==> config.mk <==
export PLATFORM = sky130hd
export DESIGN_NAME = layer_out_streamer
export DESIGN_NICKNAME = d
export VERILOG_FILES = /design/src/rtl/nn_parameters.sv /design/src/rtl/requant_sat.sv /design/src/rtl/layer_out_streamer.sv
export SDC_FILE = /design/constraint.sdc
export NUM_CORES = 1
export LEC_CHECK = 0
export CAP_MARGIN = 5
export CORE_AREA = 5 5 618 620
export DETAILED_ROUTE_END_ITERATION = 6
export DIE_AREA = 0 0 623 625
export PLACE_DENSITY = 0.42
export SLEW_MARGIN = 10
export SYNTH_ARGS = -nofsm -noshare
export SYNTH_HDL_FRONTEND = slang
export SYNTH_SLANG_ARGS = --single-unit
==> constraint.sdc <==
create_clock -name clk -period 169.2 [get_ports clk]
set_clock_uncertainty 0.2 [all_clocks]
set_input_delay 16.92 -clock clk [delete_from_list [all_inputs] [get_ports clk]]
set_output_delay 16.92 -clock clk [all_outputs]
set_load 0.01 [all_outputs]
==> src/rtl/nn_parameters.sv <==
// Shared constants and FSM state type for the dense-layer output path.
package nn_parameters;

    localparam int unsigned OUT_SIZE_2 = 64;
    localparam int unsigned ACC_W      = 24;
    localparam int unsigned DATA_W     = 16;
    localparam int unsigned SHIFT      = 8;

    typedef enum logic [1:0] {
        StIdle,
        StStream,
        StFinish
    } stream_state_e;

endpackage

==> src/rtl/requant_sat.sv <==
// Combinational requantizer: arithmetic right shift, then saturate to a signed OUT_W range.
module requant_sat #(
    parameter int unsigned IN_W  = nn_parameters::ACC_W,
    parameter int unsigned OUT_W = nn_parameters::DATA_W,
    parameter int unsigned SHIFT = nn_parameters::SHIFT
) (
    input  logic [IN_W-1:0]  in_val,
    output logic [OUT_W-1:0] out_val
);

    logic signed [IN_W-1:0] shifted;

    assign shifted = $signed(in_val) >>> SHIFT;

    if (IN_W > OUT_W) begin : g_sat
        // The value fits when every bit from the output sign bit upward agrees.
        logic [IN_W-OUT_W:0] top;

        assign top = shifted[IN_W-1:OUT_W-1];

        always_comb begin
            if ((&top) || !(|top)) begin
                out_val = shifted[OUT_W-1:0];
            end else if (shifted[IN_W-1]) begin
                out_val = {1'b1, {(OUT_W-1){1'b0}}};
            end else begin
                out_val = {1'b0, {(OUT_W-1){1'b1}}};
            end
        end
    end else begin : g_ext
        assign out_val = OUT_W'(shifted);
    end

endmodule

==> src/rtl/layer_out_streamer.sv <==
// Captures a dense-layer output vector and streams it element by element with
// requantization, valid/ready handshaking and a running argmax of the raw values.
module layer_out_streamer #(
    parameter int unsigned OUT_SIZE = nn_parameters::OUT_SIZE_2,
    parameter int unsigned ACC_W    = nn_parameters::ACC_W,
    parameter int unsigned DATA_W   = nn_parameters::DATA_W,
    parameter int unsigned SHIFT    = nn_parameters::SHIFT
) (
    input  logic                          clk,
    input  logic                          rst,
    input  logic                          start,
    input  logic [OUT_SIZE-1:0][ACC_W-1:0] in_vector,
    output logic                          busy,
    output logic [DATA_W-1:0]             out_data,
    output logic [$clog2(OUT_SIZE)-1:0]   out_index,
    output logic                          out_valid,
    input  logic                          out_ready,
    output logic                          out_last,
    output logic [$clog2(OUT_SIZE)-1:0]   argmax_idx,
    output logic [ACC_W-1:0]              argmax_val,
    output logic                          done
);

    import nn_parameters::*;

    localparam int unsigned   IdxW    = $clog2(OUT_SIZE);
    localparam logic [IdxW-1:0] LastIdx = IdxW'(OUT_SIZE - 1);

    stream_state_e state_q, state_d;

    logic [OUT_SIZE-1:0][ACC_W-1:0] buf_q;
    logic [IdxW-1:0]                cnt_q, cnt_d;
    logic [IdxW-1:0]                amax_idx_q, amax_idx_d;
    logic [ACC_W-1:0]               amax_val_q, amax_val_d;
    logic                           capture;
    logic [ACC_W-1:0]               cur_raw;
    logic [DATA_W-1:0]              cur_req;

    assign cur_raw = buf_q[cnt_q];

    requant_sat #(
        .IN_W  (ACC_W),
        .OUT_W (DATA_W),
        .SHIFT (SHIFT)
    ) u_requant (
        .in_val  (cur_raw),
        .out_val (cur_req)
    );

    always_comb begin
        state_d    = state_q;
        cnt_d      = cnt_q;
        amax_idx_d = amax_idx_q;
        amax_val_d = amax_val_q;
        capture    = 1'b0;
        busy       = 1'b0;
        out_valid  = 1'b0;
        done       = 1'b0;

        unique case (state_q)
            StIdle: begin
                if (start) begin
                    capture = 1'b1;
                    cnt_d   = '0;
                    state_d = StStream;
                end
            end
            StStream: begin
                busy      = 1'b1;
                out_valid = 1'b1;
                if (out_ready) begin
                    // Element 0 seeds the argmax; strict > keeps the lowest index on ties.
                    if (cnt_q == '0 || $signed(cur_raw) > $signed(amax_val_q)) begin
                        amax_idx_d = cnt_q;
                        amax_val_d = cur_raw;
                    end
                    if (cnt_q == LastIdx) begin
                        state_d = StFinish;
                    end else begin
                        cnt_d = cnt_q + 1'b1;
                    end
                end
            end
            StFinish: begin
                done    = 1'b1;
                state_d = StIdle;
            end
            default: state_d = StIdle;
        endcase
    end

    always_ff @(posedge clk or negedge rst) begin
        if (!rst) begin
            state_q    <= StIdle;
            cnt_q      <= '0;
            amax_idx_q <= '0;
            amax_val_q <= '0;
        end else begin
            state_q    <= state_d;
            cnt_q      <= cnt_d;
            amax_idx_q <= amax_idx_d;
            amax_val_q <= amax_val_d;
        end
    end

    // Buffer contents are irrelevant outside a stream, so it carries no reset.
    always_ff @(posedge clk) begin
        if (capture) begin
            buf_q <= in_vector;
        end
    end

    assign out_data   = out_valid ? cur_req : '0;
    assign out_index  = cnt_q;
    assign out_last   = out_valid && (cnt_q == LastIdx);
    assign argmax_idx = amax_idx_q;
    assign argmax_val = amax_val_q;

endmodule

==> results of run 1 <==
per-stage QoR:
step | cells | total power, uW
2_1_floorplan | 2501 | 869
3_3_place_gp | 9029 | 949
3_5_place_dp | 9032 | 953
4_1_cts | 9390 | 1400
5_1_grt | 9409 | 1420
6_report | 9441 | 1350
layout by cell type (no fill, tap or decap), drive strengths merged, types with 40 or more instances in the layout:
cell type	count
mux2i	40
clkbuf	242
diode	51
inv	45
clkinv	63
mux4	453
edfxtp	1536
buf	70
clkdlybuf4s50	1594
worst paths after layout:
path,to,slack (ps),depth (start not counted)
setup / recovery,out_data[5],145450,10
hold / removal,argmax_idx[2]$_DFFE_PN0P_,310,1
setup reg to reg,argmax_val[9]$_DFFE_PN0P_,160920,15
hold reg to reg,argmax_idx[2]$_DFFE_PN0P_,310,1
max in group asynchronous,out_index[3]$_DFFE_PN0P_,152060,2
min in group asynchronous,argmax_idx[2]$_DFFE_PN0P_,16010,2
flip-flops by register name, summed over array words and instances (netlist names):
signal,count
out_index,6
argmax_idx,6
state_q,2
argmax_val,24
buf_q,1536
per-layer routing:
metal	global-route usage (%)	share of wire, %	vias to the layer above
met5	0	0.21	-
met4	3.96	2.8	112
met3	4.83	7.9	528
met2	28.6	53	1629
met1	16.8	36	18300
li1	-	-	14400
layout make-up:
cell class                      instances  area (um^2)  area share [%]
Antenna cell                           51          128           0.143
Clock buffer                          242         5170            5.79
Clock inverter                        116         1320            1.48
Inverter                               29          111           0.125
Multi-Input combinational cell        771        12700            14.2
Sequential cell                      1574        47100            52.7
Tap cell                             4994         6250            7.00
Timing Repair Buffer                 1664        16600            18.6
cells in the mapped netlist, drive strengths merged (23+ instances only):
library cell / instances / share of area [%]
mux2i: 40 / 0.66
dfrtp: 38 / 1.6
o22ai: 23 / 0.24
a21oi: 23 / 0.19
mux2: 38 / 0.71
ha: 26 / 0.54
nor2: 29 / 0.18
edfxtp: 1536 / 76
clkbuf: 41 / 0.25
mux4: 453 / 17
inv: 28 / 0.17
buf: 86 / 0.78
worst max-delay path, cell delays in order, from the launching register on:
cell and delay [ps]:
dfrtp_4 780, buf_4 810, buf_4 720, buf_4 760, mux4_2 600, mux4_2 530
o22ai_1 520, nor4_4 90, buf_8 170, buf_4 140, clkdlybuf4s50_1 490
kinds of logic after synthesis:
logic type / count (synthesis) / share of synthesized area (%)
flip-flops: 1574 / 77.9
multiplexers: 531 / 18.3
buffers and inverters: 156 / 1.22
AO/OA/AOI/OAI: 113 / 1.21
AND/OR/NAND/NOR: 98 / 0.787
adder cells (fa/ha/maj): 26 / 0.539
XOR/XNOR: 3 / 0.0435
power groups by stage:
| stage | Combinational, uW | Sequential [uW] | Clock [uW] |
|---|---|---|---|
| 2_1_floorplan | 227 | 642 | 0 |
| 3_3_place_gp | 447 | 502 | 0 |
| 3_5_place_dp | 451 | 502 | 0 |
| 4_1_cts | 453 | 495 | 449 |
| 5_1_grt | 457 | 497 | 463 |
| 6_report | 425 | 493 | 433 |
==> metrics, run 1 <==
status=completed; Clock Path Buffers=4; Psw=438 uW; first-pass GRT wire length=392 mm; cts hold-fix bufs=0; Sink Count=1,574; worst path arrival time=6630 ps; hpwl dp=250 mm; Mean Syn Cell Area=24.2 um^2; Crit. End Element=output port; Avg WL per Cell=33.0 um; Synth Register Bits=1,574; Seq/Total Area, Yosys=77.9%; die height=625 um; via density per instance=3.71; grt ovf=0; filler instances=38,600; Port Buffers=1,595; Hold Crit Start=argmax_idx[2]$_DFFE_PN0P_; CTS Buf Count=197; Slew headroom=17.2%; critical path class=reg2out; post-synthesis cell type count=49; row cnt=225; final worst path period share=14.0%; startpoint type of the worst setup path=flip-flop; Syn-to-layout area delta=47.8%; slew at the pin with the worst max-slew slack=1240 ps; H-tree depth=4; final non-filler cell area=0.0893 mm^2; clk slew on worst S/H paths=70 ps; Final Setup Violations=0; CTS root buf=clkbuf_16; width of the die=623 um; vias in the first global route=37,600; pre-CTS setup slack=145,900 ps; # DRC=0; Core Area=0.375 mm^2; final worst path period need=23,750 ps; layout cells sized above 1=19.8%; utilization after layout=23.8%; Post-CTS Setup Inserts=0; syn_nets=4,067; final hold slack=309 ps; die area=0.389 mm^2; VDD IR max=0.0108 mV; Antenna Nets Post-Route=0; Routed WL=311 mm; Pre-antenna DRT Iters=5; RR Startpoint=out_index[0]$_DFFE_PN0P_; worst path required time=152,080 ps; Area after DPL=0.0827 mm^2; synthesized area=0.0604 mm^2; crit-path max FO=38; LEAKAGE=0.0283 uW; Sw Share=32.4%; CTS tree=built; initial antenna violation count=219; Comb power frac=31.5%; Max-Cap Viols=0; YS warnings=0; via count=35,000; Pwr per Cell Area=15.1 mW/mm^2; Main synth FF type=edfxtp_1; setup_tns=0 ps; # IOs=1,596; crit path from=out_index[0]$_DFFE_PN0P_; internal power=914 uW; Final GP Congestion=0.841; fin worst setup slack=145,450 ps; Nets=5,803; Hold Crit Class=reg2reg; largest net degree at the start of global routing=180; fmax=42.1 MHz; Mapped Cells=2,501; Final Hold Viols=0; RSZ-0062 raised after global routing=no; GRT Resource Usage Total=15.4%; Post-synth ARST share=2.41%; Post-synth EDFFs=1,536; DRT iter0 DRCs=3,285; max-slew violation count=0; Reg power frac=36.5%; Starting Density=16.1%; PostCTS Resize Cnt=0; Clock power frac=32.1%; Clk Latency, worst-skew pair=860 ps
No activity file was read; power rests on OpenSTA's default activity.
==> run 2: changes to the inputs <==
==> constraint.sdc (replaced) <==
create_clock -name clk -period 23.3 [get_ports clk]
set_clock_uncertainty 0.2 [all_clocks]
set_input_delay 2.33 -clock clk [delete_from_list [all_inputs] [get_ports clk]]
set_output_delay 2.33 -clock clk [all_outputs]
set_load 0.01 [all_outputs]
==> run 2 against run 1 <==
  * Register-to-register slack got worse by 150000 ps
  * Core utilization about the same
  * Clock-buffer cell count grew 1
  * Via count is 0.41% lower
  * Global-route usage shrank 0.27 points
  * Combinational power rose to 7.4 times the previous value
  * Sequential power increased to 7.3 times the previous value
  * Non-clock buffer count increased by 2
  * Sequential share of layout area about the same
  * Largest power group unchanged
==> metrics, run 2 (synthesized netlist as in run 1, its figures left out) <==
status=completed; worst path arrival time=6230 ps (-400 ps); # IOs=1,596 (unchanged); critical path class=reg2out; fmax=114 MHz; PostCTS Resize Cnt=0 (unchanged); Port Buffers=1,595 (unchanged); Clock power frac=31.4% (-0.7 points); RSZ-0062 raised after global routing=no; Sink Count=1,574 (unchanged); hpwl dp=245 mm (-1.8%); initial antenna violation count=222 (+1.4%); Post-CTS Setup Inserts=0 (unchanged); cts hold-fix bufs=0 (unchanged); setup_tns=0 ps (unchanged); max FFs per register=1,536 (unchanged); most frequent cells in the layout=clkdlybuf4s50_1, edfxtp_1, mux4_2; largest net degree at the start of global routing=92 (-49%); via density per instance=3.68 (-0.82%); via count=34,800 (-0.41%); Design Power=9810 uW (+630%); worst path required time=20,770 ps (-131,310 ps); CTS tree=built; CTS Buf Count=198 (+0.51%); Clk Latency, worst-skew pair=870 ps (about the same); slew at the pin with the worst max-slew slack=1150 ps (-93.3 ps); Core Area=0.375 mm^2 (unchanged); width of the die=623 um (unchanged); CTS root buf=clkbuf_16; Psw=3210 uW (+630%); Final Hold Viols=0 (unchanged); Max-Cap Viols=0 (unchanged); Crit. End Element=output port; Starting Density=16.1% (unchanged); first-pass GRT wire length=385 mm (-1.9%); Slew headroom=23.4% (+6.2 points); Comb power frac=31.9% (+0.4 points); fin worst setup slack=14,540 ps (-130,910 ps); crit-path max FO=62 (+63%); grt ovf=0 (unchanged); Nets=5,806 (+0.052%); r2r worst-path depth=14 (-1); Reg power frac=36.6% (about the same); Syn-to-layout area delta=47.9% (about the same); startpoint type of the worst setup path=flip-flop; Clock Path Buffers=4 (unchanged); clk slew on worst S/H paths=50 ps (-20 ps); worst reg2reg setup slack=15,760 ps (-145,160 ps); # DRC=0 (unchanged); DRT iter0 DRCs=2,920 (-11%); max-slew violation count=0 (unchanged); layout cells sized above 1=19.7% (-0.091 points); Antenna Nets Post-Route=0 (unchanged); H-tree depth=4 (unchanged); internal power=6590 uW (+620%); Pre-antenna DRT Iters=7 (+2); VDD IR max=0.0604 mV (+460%); most common cell after layout, fill and taps aside=clkdlybuf4s50_1; final worst path period share=37.6%; GRT Resource Usage Total=15.1% (-0.27 points); Worst Hold Depth=1 (unchanged); row cnt=225 (unchanged); die area=0.389 mm^2 (unchanged); pre-CTS setup slack=15,000 ps (-130,890 ps); Sw Share=32.8% (+0.36 points); Routed WL=306 mm (-1.6%); Final GP Congestion=0.836 (-0.57%); Hold Crit Class=reg2reg; Final Setup Violations=0 (unchanged); LEAKAGE=0.0283 uW (-0.11%); Largest Register=buf_q; Avg WL per Cell=32.3 um (-2.0%); final worst path period need=8760 ps; die height=625 um (unchanged); vias in the first global route=37,500 (-0.43%); Pwr per Cell Area=110 mW/mm^2 (+630%)
## run 2: changes by cell type in the layout (fill, tap and decap cells not counted), sizes merged
cell,before,now
diode,51,85
clkinv,63,75
inv,45,40
bufinv,23,19
buf,70,72
clkbuf,242,243
clkinvlp,14,13
## run 2: final timing paths
kind,from,endpoint
worst max-delay path,out_index[0]$_DFFE_PN0P_,out_data[11]
worst min-delay path,argmax_idx[5]$_DFFE_PN0P_,argmax_idx[5]$_DFFE_PN0P_
worst max register to register,out_index[0]$_DFFE_PN0P_,argmax_val[13]$_DFFE_PN0P_
worst min register to register,argmax_idx[5]$_DFFE_PN0P_,argmax_idx[5]$_DFFE_PN0P_
max in group asynchronous,rst,out_index[2]$_DFFE_PN0P_
min in group asynchronous,rst,out_index[3]$_DFFE_PN0P_
## run 2: final cells by class
class / instances / area, um^2
repair buffers: 1666 / 16600
inverters: 29 / 111
fillers: 38600 / 286000
clock buffers: 243 / 5180
well taps: 4994 / 6250
multi-input cells: 771 / 12700
flip-flops and latches: 1574 / 47100
clock inverters: 118 / 1230
diodes: 85 / 213
## run 2: critical path, cell delays in order, from the launching register on
cell	delay (ps)
dfrtp_4	880
buf_12	380
buf_4	770
buf_4	600
mux4_2	630
mux4_2	490
a22oi_1	400
a21oi_1	320
clkdlybuf4s50_1	580
## run 2: routing by layer
layer	routed length (um)	vias up	GRT usage, %	share of wire, %
li1	-	14400	-	-
met1	108000	18300	16.3	35
met2	161000	1548	27.0	53
met3	23900	524	4.71	7.8
met4	12600	86	6.61	4.1
met5	553	-	0	0.18
## run 2: per-stage QoR
| stage | instances | utilization [%] | cell area [um^2] | hold slack [ps] |
|---|---|---|---|---|
| after floorplan | 2501 | - | 60400 | 314 |
| after global placement | 9031 | 22.0 | 82600 | 296 |
| after detailed placement | 9034 | 22.0 | 82700 | 297 |
| after CTS | 9395 | 23.8 | 89100 | 310 |
| after global routing | 9441 | 23.8 | 89200 | 337 |
| final | 9480 | 23.8 | 89300 | 311 |
## run 2: power groups by stage
stage | Combinational, uW | Clock, uW | Sequential, uW
floorplan | 1650 | 0 | 3910
global placement | 3310 | 0 | 3660
detailed placement | 3310 | 0 | 3660
CTS | 3330 | 3200 | 3600
global route | 3370 | 3310 | 3620
finish | 3130 | 3080 | 3590
==> run 3: changes to the inputs <==
--- a/config.mk
+++ b/config.mk
@@ -9,7 +9,7 @@
 export CORE_AREA = 5 5 618 620
 export DETAILED_ROUTE_END_ITERATION = 6
 export DIE_AREA = 0 0 623 625
-export PLACE_DENSITY = 0.42
+export PLACE_DENSITY = 0.43
 export SLEW_MARGIN = 10
 export SYNTH_ARGS = -nofsm -noshare
 export SYNTH_HDL_FRONTEND = slang
==> constraint.sdc (replaced) <==
create_clock -name clk -period 7.38 [get_ports clk]
set_clock_uncertainty 0.2 [all_clocks]
set_input_delay 0.738 -clock clk [delete_from_list [all_inputs] [get_ports clk]]
set_output_delay 0.738 -clock clk [all_outputs]
set_load 0.01 [all_outputs]
==> run 3 against run 2 <==
  * First-iteration DRC count increased by 3.6%
  * Cell area increased by 0.31%
  * Critical path depth increased by 7
  * Combinational power increased to 3.3 times the previous value
  * Flip-flop and latch count unchanged
  * Power increased to 3.2 times the previous value
  * Clock power increased to 3.2 times the previous value
  * Core utilization increased by 0.073 points
  * Non-clock buffer count increased by 21
  * Final cell count decreased by 0.31%
  * Wire length decreased by 0.17%
  * Critical path type is now reg2reg
  * Critical endpoint is now argmax_idx[0]$_DFFE_PN0P_
  * Largest cell class unchanged
==> metrics, run 3 (synthesized netlist as in run 1, its figures left out) <==
final worst path period need=6520 ps; GRT Resource Usage Total=15.0% (-0.050 points); Final Hold Viols=0 (unchanged); Post-CTS Setup Inserts=0 (unchanged); first-pass GRT wire length=387 mm (+0.43%); slew at the pin with the worst max-slew slack=1180 ps (+30.8 ps); final worst path period share=88.3%; width of the die=623 um (unchanged); Top Usage Layer GRT=met2; RSZ-0062 raised after global routing=no; most frequent cells in the layout=clkdlybuf4s50_1, edfxtp_1, mux4_2; WHS Endpoint=buf_q[1080]$_DFFE_PP_; Core Area=0.375 mm^2 (unchanged); initial antenna violation count=172 (-23%); max FFs per register=1,536 (unchanged); Port Buffers=1,595 (unchanged); r2r worst-path depth=15 (+1); CTS root buf=clkbuf_16; met3 Usage GRT=4.08% (-0.63 points); Psw=10,100 uW (+220%); Clock power frac=31.2% (-0.2 points); met1 Usage GRT=17.0% (+0.69 points); via density per instance=3.69 (+0.31%); worst path required time=7890 ps (-12,880 ps); crit-path max FO=30 (-52%); max-slew violation count=0 (unchanged); Clk Latency, worst-skew pair=880 ps (about the same); Pwr per Cell Area=348 mW/mm^2 (+220%); row cnt=225 (unchanged); hpwl dp=246 mm (+0.13%); Max-Cap Viols=0 (unchanged); Design Power=31,200 uW (+220%); CTS Buf Count=197 (-0.51%); crit path from=out_index[0]$_DFFE_PN0P_; status=completed; Reg area=0.0471 mm^2 (unchanged); Antenna Nets Post-Route=0 (unchanged); Slew headroom=21.4% (-2.1 points); startpoint type of the worst setup path=flip-flop; H-tree depth=4 (unchanged); largest net degree at the start of global routing=200 (+120%); most common cell after layout, fill and taps aside=clkdlybuf4s50_1; via count=34,800 (unchanged); Hold Crit Class=in2reg; Largest Register=buf_q; Clock Path Buffers=4 (unchanged); VDD IR max=0.251 mV (+320%); Multi-input gate area=0.0126 mm^2 (-0.35%); Reg power frac=36.2% (-0.4 points); GR Util met2=27.9% (+0.88 points); RR Startpoint=out_index[0]$_DFFE_PN0P_; worst r2r dst=argmax_idx[0]$_DFFE_PN0P_; clk slew on worst S/H paths=60 ps (about the same); worst reg2reg setup slack=860 ps (-14,900 ps); Comb power frac=32.6% (+0.7 points); # DRC=0 (unchanged); Syn-to-layout area delta=48.3%; fmax=153 MHz; Starting Density=16.1% (unchanged); die area=0.389 mm^2 (unchanged); Sw Share=32.5% (-0.26 points); filler instances=38,400 (-0.55%); die height=625 um (unchanged); CTS tree=built; layout cells sized above 1=19.9% (+0.16 points); DRT iter0 DRCs=3,024 (+3.6%); grt ovf=0 (unchanged); Sink Count=1,574 (unchanged); critical path class=reg2reg; Crit. End Element=flip-flop; internal power=21,100 uW (+220%); vias in the first global route=37,600 (+0.33%); LEAKAGE=0.0285 uW (+0.68%); Final GP Congestion=0.857 (+2.5%); Pre-antenna DRT Iters=5 (-2); worst path arrival time=7030 ps (+800 ps); Final Setup Violations=0 (unchanged); # IOs=1,596 (unchanged); Avg WL per Cell=32.4 um (+0.14%); Nets=5,826 (+0.34%); Hold Crit Start=in_vector[1080]; setup_tns=0 ps (unchanged); Worst Hold Depth=1 (unchanged); Routed WL=306 mm (-0.17%)
==> run 3: cell types whose count changed in the layout (fill, tap and decap cells not counted), moves of 3 or more <==
cell / before / now
inv_6: 7 / 10
buf_12: 4 / 30
buf_4: 66 / 61
clkinvlp_4: 13 / 8
diode_2: 85 / 41
clkinv_1: 34 / 41
nor4_1: 3 / 6
clkbuf_1: 42 / 34
==> run 3: final cells by class <==
cell class | count | area share, %
Sequential cell | 1574 | 52.6
Timing Repair Buffer | 1687 | 19.0
Multi-Input combinational cell | 771 | 14.1
Tap cell | 4994 | 6.98
Clock buffer | 238 | 5.80
Clock inverter | 117 | 1.30
Inverter | 29 | 0.127
Antenna cell | 41 | 0.115
==> run 3: worst max-delay path, stage by stage, from the launching register on <==
cell	delay, ps
dfrtp_4	920
buf_12	330
buf_4	290
mux4_2	550
a221oi_1	300
o21ai_0	390
buf_4	300
o22ai_1	200
nor2_1	100
ha_1	360
nand4_1	200
nor4_1	650
o31a_1	280
or4b_1	170
nand3_4	510
mux2_2	490
==> run 3: worst max-delay path by stage <==
stage / end
after floorplan: out_index[5]$_DFFE_PN0P_
after global placement: argmax_val[20]$_DFFE_PN0P_
after detailed placement: argmax_idx[1]$_DFFE_PN0P_
after CTS: out_data[15]
after global routing: argmax_idx[0]$_DFFE_PN0P_
final: argmax_idx[0]$_DFFE_PN0P_
==> run 3: power groups by stage <==
stage | registers, uW | logic (uW) | clock network [uW]
floorplan | 12300 | 5200 | 0
global placement | 11500 | 10800 | 0
detailed placement | 11500 | 10800 | 0
CTS | 11300 | 10800 | 10100
global route | 11400 | 10900 | 10400
finish | 11300 | 10200 | 9730
==> run 3: metrics by stage <==
stage          cells  instance area (um^2)  utilization (%)  worst slack (ps)  hold WS, ps
3_3_place_gp    9054                 83100             22.2               640          299
4_1_cts         9410                 89500             23.9               309         80.3
5_1_grt         9422                 89500             23.9               405          117
3_5_place_dp    9054                 83100             22.2               690          303
6_report        9451                 89600             23.9               861          214
2_1_floorplan   2501                 60400                -            -34250          242
==> run 3: what timing repair did <==
action / in CTS / in global routing
hold buffers: 1 / 0
resized for setup: 0 / 0
hold endpoints to repair: 38 / 0
==> run 3: routing by layer <==
metal	up-vias	part of all wire (%)
met4	84	2.4
met5	-	0.17
met1	18400	37
li1	14400	-
met3	438	7.2
met2	1549	53
